File: src/rtl/seq_divider_if.sv
// Start/busy/done handshake bundle for the sequential divider.
// The master issues requests and reads results; the slave is the divider.
interface seq_divider_if #(
    parameter int WIDTH = 4
);
    logic                 start;
    logic [2*WIDTH-1:0]   dividend;
    logic [WIDTH-1:0]     divisor;
    logic                 busy;
    logic                 done;
    logic                 div_by_zero;
    logic [2*WIDTH-1:0]   quotient;
    logic [WIDTH-1:0]     remainder;

    modport master (
        output start, dividend, divisor,
        input  busy, done, div_by_zero, quotient, remainder
    );

    modport slave (
        input  start, dividend, divisor,
        output busy, done, div_by_zero, quotient, remainder
    );
endinterface

File: src/rtl/seq_divider.sv
// Restoring divider: 2*WIDTH-bit dividend by WIDTH-bit divisor, one quotient bit per clock.
// Results and flags are registered and held until the next accepted start.
module seq_divider #(
    parameter int WIDTH = 4
) (
    input  logic         clk,
    input  logic         rst,
    seq_divider_if.slave io_bus
);
    localparam int DW = 2 * WIDTH;
    localparam int CW = (DW > 1) ? $clog2(DW) : 1;

    localparam logic [0:0] S_IDLE = 1'b0;
    localparam logic [0:0] S_RUN  = 1'b1;

    // Control and result registers
    logic [0:0]       r_state;
    logic [CW-1:0]    r_cnt;
    logic             r_done;
    logic             r_dbz;
    logic [DW-1:0]    r_quot;
    logic [WIDTH-1:0] r_rem_out;

    // Working datapath: partial remainder, dividend/quotient shifter, divisor
    logic [WIDTH:0]   r_rem;
    logic [DW-1:0]    r_dvd;
    logic [WIDTH-1:0] r_dsr;

    logic             w_accept;
    logic             w_zero;
    logic             w_last;
    logic [WIDTH:0]   w_shift;
    logic [WIDTH+1:0] w_step;
    logic             w_qbit;
    logic [WIDTH:0]   w_rem_next;
    logic [DW-1:0]    w_dvd_next;

    // One restoring iteration: returns {quotient bit, new partial remainder}.
    function automatic logic [WIDTH+1:0] restore_step(
        input logic [WIDTH:0]   shifted,
        input logic [WIDTH-1:0] dsr
    );
        logic [WIDTH:0] ext_dsr;
        ext_dsr = {1'b0, dsr};
        if (shifted >= ext_dsr)
            return {1'b1, shifted - ext_dsr};
        else
            return {1'b0, shifted};
    endfunction

    assign w_accept = io_bus.start && (r_state == S_IDLE);
    assign w_zero   = (io_bus.divisor == '0);
    assign w_last   = (r_cnt == '0);

    // Partial remainder stays below the divisor, so the WIDTH+1-bit shift cannot lose bits.
    assign w_shift    = (r_rem << 1) | {{WIDTH{1'b0}}, r_dvd[DW-1]};
    assign w_step     = restore_step(w_shift, r_dsr);
    assign w_qbit     = w_step[WIDTH+1];
    assign w_rem_next = w_step[WIDTH:0];
    assign w_dvd_next = {r_dvd[DW-2:0], w_qbit};

    always_ff @(posedge clk) begin
        if (w_accept) begin
            r_dvd <= io_bus.dividend;
            r_dsr <= io_bus.divisor;
            r_rem <= '0;
        end else if (r_state == S_RUN) begin
            r_dvd <= w_dvd_next;
            r_rem <= w_rem_next;
        end
    end

    always_ff @(posedge clk or posedge rst) begin
        if (rst) begin
            r_state   <= S_IDLE;
            r_cnt     <= '0;
            r_done    <= 1'b0;
            r_dbz     <= 1'b0;
            r_quot    <= '0;
            r_rem_out <= '0;
        end else begin
            r_done <= 1'b0;
            if (r_state == S_IDLE) begin
                if (io_bus.start) begin
                    r_dbz <= 1'b0;
                    if (w_zero) begin
                        r_quot    <= '1;
                        r_rem_out <= io_bus.dividend[WIDTH-1:0];
                        r_dbz     <= 1'b1;
                        r_done    <= 1'b1;
                    end else begin
                        r_cnt   <= CW'(DW - 1);
                        r_state <= S_RUN;
                    end
                end
            end else begin
                if (w_last) begin
                    r_quot    <= w_dvd_next;
                    r_rem_out <= w_rem_next[WIDTH-1:0];
                    r_done    <= 1'b1;
                    r_state   <= S_IDLE;
                end else begin
                    r_cnt <= r_cnt - CW'(1);
                end
            end
        end
    end

    assign io_bus.busy        = (r_state == S_RUN);
    assign io_bus.done        = r_done;
    assign io_bus.div_by_zero = r_dbz;
    assign io_bus.quotient    = r_quot;
    assign io_bus.remainder   = r_rem_out;

    // Invariants of the restoring loop
    a_rem_below_dsr : assert property (@(posedge clk) disable iff (rst)
        (r_state == S_RUN) |-> (r_rem < {1'b0, r_dsr}));
    a_done_not_busy : assert property (@(posedge clk) disable iff (rst)
        !(r_done && (r_state == S_RUN)));
endmodule

File: src/flat_wrapper.sv
// flat-port wrapper written by rule: the top's interface ports become plain ports
module seq_divider_flat 
#(
    parameter int WIDTH = 4
)
  (clk, rst, io_bus_start, io_bus_dividend, io_bus_divisor, io_bus_busy, io_bus_done, io_bus_div_by_zero, io_bus_quotient, io_bus_remainder);
  seq_divider_if #(.WIDTH(WIDTH)) io_bus_i ();
  input  logic clk;
  input  logic rst;
  input wire logic [$bits(io_bus_i.start)-1:0] io_bus_start;
  input wire logic [$bits(io_bus_i.dividend)-1:0] io_bus_dividend;
  input wire logic [$bits(io_bus_i.divisor)-1:0] io_bus_divisor;
  output wire logic [$bits(io_bus_i.busy)-1:0] io_bus_busy;
  output wire logic [$bits(io_bus_i.done)-1:0] io_bus_done;
  output wire logic [$bits(io_bus_i.div_by_zero)-1:0] io_bus_div_by_zero;
  output wire logic [$bits(io_bus_i.quotient)-1:0] io_bus_quotient;
  output wire logic [$bits(io_bus_i.remainder)-1:0] io_bus_remainder;
  assign io_bus_i.start = io_bus_start;
  assign io_bus_i.dividend = io_bus_dividend;
  assign io_bus_i.divisor = io_bus_divisor;
  assign io_bus_busy = io_bus_i.busy;
  assign io_bus_done = io_bus_i.done;
  assign io_bus_div_by_zero = io_bus_i.div_by_zero;
  assign io_bus_quotient = io_bus_i.quotient;
  assign io_bus_remainder = io_bus_i.remainder;
  seq_divider #(.WIDTH(WIDTH)) u_core (.clk(clk), .rst(rst), .io_bus(io_bus_i));
endmodule
File: config.mk
export PLATFORM = sky130hd
export DESIGN_NAME = seq_divider_flat
export DESIGN_NICKNAME = d
export VERILOG_FILES = /design/src/rtl/seq_divider_if.sv /design/src/rtl/seq_divider.sv /design/src/flat_wrapper.sv
export SDC_FILE = /design/constraint.sdc
export NUM_CORES = 1
export LEC_CHECK = 0
export ABC_AREA = 1
export BUFFER_PORTS_ARGS = -buffer_cell sky130_fd_sc_hd__buf_2
export CAP_MARGIN = 20
export CORE_UTILIZATION = 30
export DETAILED_ROUTE_END_ITERATION = 10
export GPL_TIMING_DRIVEN = 0
export PLACE_DENSITY = 0.51
export REMOVE_ABC_BUFFERS = 1
export SLEW_MARGIN = 20
export SYNTH_ARGS = -nofsm -noshare
export SYNTH_HDL_FRONTEND = slang
export SYNTH_SLANG_ARGS = --single-unit
export TNS_END_PERCENT = 30
File: constraint.sdc
create_clock -name clk -period 2.1 [get_ports clk]
set_clock_uncertainty 0.2 [all_clocks]
set_input_delay 0.525 -clock clk [delete_from_list [all_inputs] [get_ports clk]]
set_output_delay 0.525 -clock clk [all_outputs]
set_load 0.1 [all_outputs]
# --- Word-level counts from Yosys, hierarchy flattened ---
# Index checks and enable logic that the tools add are counted.
totals:
  register_bits: 34
  wordCells: 49
  out_inout_bits: 15
  in_bits: 15
classes:
  magnitude_cmp: 1
  bitwise_logic: 2
  n_reduce_logical: 9
  muxes: 23
  addsub: 2
  eq_ne: 3
ops:
  columns: ["operator", "count"]
  rows:
  - ["8-bit two-way mux", 6]
  - ["4-bit two-way mux", 4]
  - ["3-bit two-way mux", 4]
  - ["1-bit two-way mux", 8]
  - ["6-bit two-way mux", 1]
  - ["3-bit AND reduction", 2]
  - ["2-bit nonzero test", 3]
  - ["5-bit by 4-bit >= comparator with 1-bit output", 1]
  - ["5-bit by 1-bit OR with 5-bit output", 1]
  - ["5-bit by 4-bit subtractor with 5-bit output", 1]
  - ["4-bit logical NOT", 1]
  - ["2-bit != test, second input constant", 2]
  - ["3-bit logical NOT", 1]
  - ["3-bit by 1-bit subtractor with 3-bit output, second input constant", 1]
  - ["2-bit by 1-bit != test with 1-bit output, second input constant", 1]
  - ["2-bit AND reduction", 1]
  - ["1-bit logical AND", 1]
  - ["1-bit NOT", 1]

# --- Longest topological paths before layout ---
# Gate-level depths: netlist (run 1).
depth:
  word_depth: 5
  mapped_depth: 11
  ltp_nobuf: 11

# --- Least setup slack after synthesis (run 1) ---
# Ideal clock, no wire load.
synth_path:
  kind: "reg-to-reg"
  startpoint: "reg u_core.r_state (netlist: u_core.io_bus.busy)"
  endpoint: "reg u_core.r_quot[1] (netlist: u_core.io_bus.quotient[1])"
  period_less_slack_ns: 2.123
  setup_ns: 0.123
  stages_incl_launch_ff: 9
  path_slack_ns: -0.023
  required_time_ns: 1.777
  arrival_time_ns: 1.799
  n_path_buf: 2
  path_cell_list: "dfrtp_1 buf_6 nor2_8 inv_4 nor2_4 nor2_4 inv_4 buf_6 o22a_1"
synth_between:
  elab_chain_len: 2
  elab_cells_between_ends: 5
  cone_classes: "eq/ne: 1; mux: 1; reduce/logical: 3"
synth_rtl:
  columns: ["element", "line", "source"]
  rows:
  - ["from (decl)", "seq_divider.sv:17", "logic [0:0] r_state;"]
  - ["from (signal assigned)", "seq_divider.sv:75", "r_state <= S_IDLE;"]
  - ["from (signal assigned)", "seq_divider.sv:93", "r_state <= S_RUN;"]
  - ["from (signal assigned)", "seq_divider.sv:101", "r_state <= S_IDLE;"]
  - ["2-bit != test (no source line) or 2-bit nonzero test (tied branches)", null, null]
  - ["3-bit AND reduction (no source line)", null, null]
  - ["to (signal assigned)", "seq_divider.sv:98", "r_quot <= w_dvd_next;"]
  - ["to (decl)", "seq_divider.sv:21", "logic [DW-1:0] r_quot;"]
# Parallel ways exist; a longest one is shown, timed or not.
# A chain may end at the register's enable or synchronous reset.

# --- Worst setup path in the final report (run 1) ---
layout_path:
  startpoint: "reg u_core.r_state (netlist: u_core.io_bus.busy)"
  endpoint: "out io_bus_busy"
layout_lines:
  columns: ["element", "line", "source"]
  rows:
  - ["to (decl)", "flat_wrapper.sv:13", "output wire logic [$bits(io_bus_i.busy)-1:0] io_bus_busy;"]
# No word-level cell between the ends.

==> flow_summary.json, run 1 <==
{
  "iteration_0_drc_markers": 115,
  "chipWidth_um": 75.6,
  "cts_htree_levels": 2,
  "clock_path_buffers": 2,
  "number_of_synthesized_register_bits": 34,
  "fp-row-count": 26,
  "cts_tree": "yes",
  "critical_path_class": "reg2out",
  "placed_area_um2": 1830,
  "cp_num_cells": 1,
  "post-route-drc-count": 0,
  "first_global_vias": 1124,
  "timing.final.setup_violations": 0,
  "clk_pin_slew_worst_paths_ns": 0.08,
  "seq_area_frac_synth_pct": 54.9,
  "globalRouteOverflowTotal": 0,
  "timing.rr.start": "u_core.io_bus.busy",
  "critPathCapture": "io_bus_busy",
  "ys_warn_count": 0,
  "ios": 30,
  "layout.cell_area.non_filler_um2": 1930,
  "number_of_vias_per_cell": 4.32,
  "share_of_post_route_cells_with_drive_strength_above_1_pct": 27.9,
  "cts_hold_buffers": 0,
  "synth_cell_types": 25,
  "timing.reg2reg.worst_path_depth": 2,
  "n_antenna_cell": 0,
  "crit_path_start": "u_core.io_bus.busy",
  "timing_hold_violations_final": 0,
  "path_type_of_the_worst_min_delay_path": "in2async",
  "critical_path.top_delay_family": "flip-flops",
  "synth_area_leader_cell": "dfrtp_1",
  "netlist_instances": 167,
  "synth_top_cell_area_share_pct": 27.7,
  "cts_inserted_buffers": 5,
  "cpMaxStageDelayCell": "dfrtp_1",
  "drt-pass1-iter-count": 4,
  "slew_of_the_pin_with_the_lowest_slew_margin_ns": 0.757,
  "timing.slew.headroom_pct": 49.5,
  "finalWirelength_um": 3380,
  "antenna_violating_nets_post_route": 0,
  "final_cell_count_no_fill": 271,
  "whs_ns": 0.160,
  "cp.arrival_ns": 1.31,
  "design.core.area_um2": 5170,
  "ff2ff_setup_slack_ns": 0.19,
  "antenna_found_initial": 0,
  "detailroute.via_count": 1170,
  "cts_setup_buffers": 0,
  "dieArea_um2": 5710,
  "die_h_um": 75.6,
  "rsz0062_at_grt": "no",
  "report.final.slew_viol_count": 0,
  "portBuffers": 29,
  "period_minus_slack_ns": 2.04,
  "crit_chain": "buf_4",
  "max_clock_freq_mhz": 491,
  "max_cap_violations": 0,
  "detailedPlacementHpwl_um": 2410,
  "placed_cells_incl_taps": 263,
  "r2r-end": "u_core.r_dvd[7]",
  "timing.critical_path.from_type": "flop",
  "slowest_delay_ns": 0.65,
  "finalNetCount": 222,
  "floorplan.initialDensity_pct": 31.4,
  "root_buffer": "clkbuf_8",
  "synth.avg_cell_area_um2": 9.72,
  "first_pass_grt_wire_length_um": 5460,
  "synthTopCellsByArea": "dfrtp_1 28%, edfxtp_1 22%, nand2_1 8.6%",
  "layout_worst_path_cycle_share_pct": 96.9,
  "status": "complete, no violations",
  "gpl.final_weighted_congestion": 0.716,
  "wl_per_cell_um": 12.5,
  "groute.usage.overall_pct": 13.3,
  "worstSetupEndpointType": "output port",
  "critical_path_fanouts_max": 10,
  "timing.critical_path.buf_inv": 1,
  "worst-endpoint-required_ns": 1.37,
  "area.growth.synth_to_final_pct": 18.9,
  "clock_latency_ns": 0.28,
  "largest_net_degree_at_the_start_of_global_routing": 19,
  "cts_num_sinks": 34,
  "netlist_area_um2": 1620,
  "setup_tns_ns": 0
}
## flip-flops by register name, indices dropped and copies added (netlist names)
name / count
u_core.r_dvd: 8
u_core.r_rem: 4
u_core.io_bus.quotient: 8
u_core.io_bus.busy: 1
u_core.io_bus.div_by_zero: 1
u_core.r_cnt: 3
u_core.io_bus.remainder: 4
u_core.io_bus.done: 1
u_core.r_dsr: 4
## layout by cell type, fill, tap and decap left out, types with 2 or more instances in the layout
| master | synthesis | layout |
|---|---|---|
| a21oi_1 | 8 | 8 |
| a21oi_2 | 5 | 5 |
| a31oi_1 | 2 | 2 |
| buf_2 | 0 | 28 |
| clkbuf_8 | 0 | 6 |
| dfrtp_1 | 18 | 18 |
| dfxtp_1 | 4 | 4 |
| edfxtp_1 | 12 | 12 |
| ha_1 | 6 | 6 |
| inv_1 | 23 | 23 |
| inv_2 | 2 | 2 |
| inv_4 | 2 | 2 |
| nand2_1 | 37 | 36 |
| nand2_2 | 1 | 2 |
| nand3_1 | 14 | 14 |
| nor2_1 | 7 | 7 |
| nor2_2 | 4 | 4 |
| nor2_4 | 2 | 2 |
| o21ai_0 | 8 | 8 |
| o22a_1 | 4 | 4 |
## synthesized netlist by cell type
library cell	number
nand3_2	1
o21ai_0	8
inv_2	2
o22ai_1	1
inv_1	23
edfxtp_1	12
nor2_2	4
dfrtp_1	18
nor2_4	2
fa_1	1
nor2_1	7
nand3_1	14
a31oi_1	2
clkbuf_1	1
buf_6	2
o22a_1	4
nand2_2	1
inv_4	2
nor2_8	1
xnor2_1	1
a21oi_2	5
a21oi_1	8
dfxtp_1	4
ha_1	6
nand2_1	37
## how the worst min path moves through the flow
| stage | startpoint | to | slack, ns | depth (start not counted) |
|---|---|---|---|---|
| floorplan | u_core.r_rem[3] | u_core.r_rem[3] | 0.25 | 2 |
| global placement | u_core.r_rem[3] | u_core.r_rem[3] | 0.27 | 2 |
| detailed placement | u_core.r_rem[3] | u_core.r_rem[3] | 0.27 | 2 |
| CTS | rst | u_core.io_bus.remainder[3] | 0.18 | 2 |
| global route | io_bus_divisor[0] | u_core.r_dsr[0] | 0.21 | 1 |
| finish | rst | u_core.io_bus.quotient[0] | 0.16 | 2 |
## cell type report
type | count | area (µm²)
Multi-Input combinational cell | 103 | 603
Clock buffer | 6 | 82.6
Clock inverter | 2 | 12.5
Tap cell | 70 | 87.6
Sequential cell | 34 | 891
Inverter | 27 | 106
Fill cell | 545 | 3240
Timing Repair Buffer | 29 | 148
## repair_timing
item,in CTS,in global routing
pin swaps,0,0
setup endpoints to repair,1,1
resized for setup,1,1
## routing by layer
| metal | track usage [%] | share of wire, % | vias to the layer above |
|---|---|---|---|
| met5 | 0 | 0 | - |
| met4 | 6.17 | 1.3 | 0 |
| met3 | 3.17 | 3.9 | 5 |
| met2 | 19.8 | 44 | 26 |
| met1 | 18.4 | 51 | 529 |
| li1 | - | - | 610 |
## cells by family (layout without fill, tap and decap cells)
| logic type | Yosys count | count (layout) | share of synthesized area [%] |
|---|---|---|---|
| AOI/OAI and AO/OA | 28 | 28 | 10.9 |
| xor gates and xnor gates | 1 | 1 | 0.539 |
| DFF | 34 | 34 | 54.9 |
| adders and majority gates | 7 | 7 | 5.86 |
| and+or+nand+nor | 67 | 67 | 19.6 |
| buffers and inverters | 30 | 64 | 8.17 |
## through the flow
stage | utilization, % | setup slack (ns)
floorplan | - | -0.173
global placement | 35.4 | 0.201
detailed placement | 35.4 | 0.191
CTS | 37.3 | 0.0443
global route | 37.3 | 0.0155
finish | 37.3 | 0.0643
Power of run 1 is left out: the tool's default activity adds up to more than one toggle a clock period on the data nets, which glitch-free logic cannot reach.
==> run 2: changes to the inputs <==
==> constraint.sdc (replaced) <==
create_clock -name clk -period 2.6 [get_ports clk]
set_clock_uncertainty 0.2 [all_clocks]
set_input_delay 0.65 -clock clk [delete_from_list [all_inputs] [get_ports clk]]
set_output_delay 0.65 -clock clk [all_outputs]
set_load 0.1 [all_outputs]
==> run 2 against run 1 <==
Non-clock buffer count unchanged. Die area unchanged. Via count about the same. Utilization decreased by 0.097 points. Register-to-register slack improved by 0.50 ns. Global-route usage unchanged. First-iteration DRC count increased by 4.3%. Sequential share of layout area increased by 0.12 points. Critical path type unchanged. Largest cell class unchanged.
==> flow_summary.json, run 2 (synthesis gave the netlist of run 1 again) <==
{
  "number_of_vias_per_cell": 4.32,
  "first_pass_grt_wire_length_um": 5460,
  "n_antenna_cell": 0,
  "detailroute.via_count": 1171,
  "timing.final.setup_violations": 0,
  "timing.slew.headroom_pct": 49.7,
  "fp-row-count": 26,
  "clk_pin_slew_worst_paths_ns": 0.08,
  "crit_chain": "buf_2",
  "cts_tree": "yes",
  "finalNetCount": 222,
  "mostFrequentLayoutCells": "37 x nand2_1, 29 x buf_2, 23 x inv_1",
  "floorplan.initialDensity_pct": 31.4,
  "post-route-drc-count": 0,
  "report.final.slew_viol_count": 0,
  "critical_path_class": "reg2out",
  "timing_hold_violations_final": 0,
  "timing.critical_path.from_type": "flop",
  "slew_of_the_pin_with_the_lowest_slew_margin_ns": 0.753,
  "critical_path.top_delay_family": "flip-flops",
  "portBuffers": 29,
  "gpl.final_weighted_congestion": 0.716,
  "finalWirelength_um": 3390,
  "critical_path_fanouts_max": 10,
  "cpMaxStageDelayCell": "dfrtp_1",
  "cts_htree_levels": 2,
  "groute.usage.overall_pct": 13.3,
  "worstSetupEndpointType": "output port",
  "iteration_0_drc_markers": 120,
  "rsz0062_at_grt": "no",
  "largest_net_degree_at_the_start_of_global_routing": 19,
  "cp.arrival_ns": 1.44,
  "slowest_delay_ns": 0.64,
  "cts.repair.resized": 0,
  "max_clock_freq_mhz": 436,
  "setup_tns_ns": 0,
  "cts_setup_buffers": 0,
  "worst-endpoint-required_ns": 1.75,
  "wl_per_cell_um": 12.5,
  "layout.cell_area.non_filler_um2": 1930,
  "chipWidth_um": 75.6,
  "placed_area_um2": 1830,
  "antenna_found_initial": 0,
  "status": "complete, no violations",
  "ios": 30,
  "area.growth.synth_to_final_pct": 18.6,
  "detailedPlacementHpwl_um": 2410,
  "layout_worst_path_cycle_share_pct": 88.2,
  "design.core.area_um2": 5170,
  "clock_latency_ns": 0.28,
  "share_of_post_route_cells_with_drive_strength_above_1_pct": 27.4,
  "first_global_vias": 1124,
  "max_cap_violations": 0,
  "root_buffer": "clkbuf_8",
  "clock_path_buffers": 2,
  "globalRouteOverflowTotal": 0,
  "die_h_um": 75.6,
  "cts_hold_buffers": 0,
  "cts_num_sinks": 34,
  "drt-pass1-iter-count": 4,
  "dieArea_um2": 5710,
  "timing.critical_path.buf_inv": 1,
  "path_type_of_the_worst_min_delay_path": "in2async",
  "antenna_violating_nets_post_route": 0,
  "layout.cells.most_common": "nand2_1",
  "period_minus_slack_ns": 2.29,
  "cts_inserted_buffers": 5
}
## run 2: cell counts in the layout (fill, tap and decap cells not counted)
No cell type changed its count.
## run 2: cell type report
| type | count | area [µm²] |
|---|---|---|
| multi-input combinational | 103 | 601 |
| sequential | 34 | 891 |
| inverter | 27 | 106 |
| fill | 545 | 3250 |
| clock inverter | 2 | 12.5 |
| tap | 70 | 87.6 |
| timing repair buffer | 29 | 145 |
| clock buffer | 6 | 82.6 |
## run 2: final timing paths
check	startpoint	endpoint	slack (ns)	cells after the start
max in group asynchronous	rst	u_core.r_cnt[0]	1.44	2
hold / removal	rst	u_core.io_bus.quotient[0]	0.28	2
setup / recovery	u_core.io_bus.busy	io_bus_busy	0.31	1
min in group clk	u_core.r_rem[3]	u_core.r_rem[3]	0.28	2
setup reg to reg	u_core.io_bus.busy	u_core.r_dvd[7]	0.69	2
hold reg to reg	u_core.r_rem[3]	u_core.r_rem[3]	0.28	2
## run 2: per-stage QoR
| stage | std cells | util (%) | hold slack [ns] | worst slack [ns] |
|---|---|---|---|---|
| detailed placement | 263 | 35.4 | 0.266 | 0.599 |
| floorplan | 164 | - | 0.251 | 0.327 |
| finish | 271 | 37.2 | 0.280 | 0.307 |
| global route | 271 | 37.2 | 0.284 | 0.257 |
| global placement | 263 | 35.4 | 0.266 | 0.590 |
| CTS | 271 | 37.2 | 0.278 | 0.287 |
## run 2: layer usage
metal	up-vias	track usage, %	routed length [µm]
met2	26	19.8	1480
met1	531	18.4	1740
met4	0	6.17	43
li1	609	-	-
met5	-	0	0
met3	5	3.17	122
Power of run 2 is left out for the same reason.
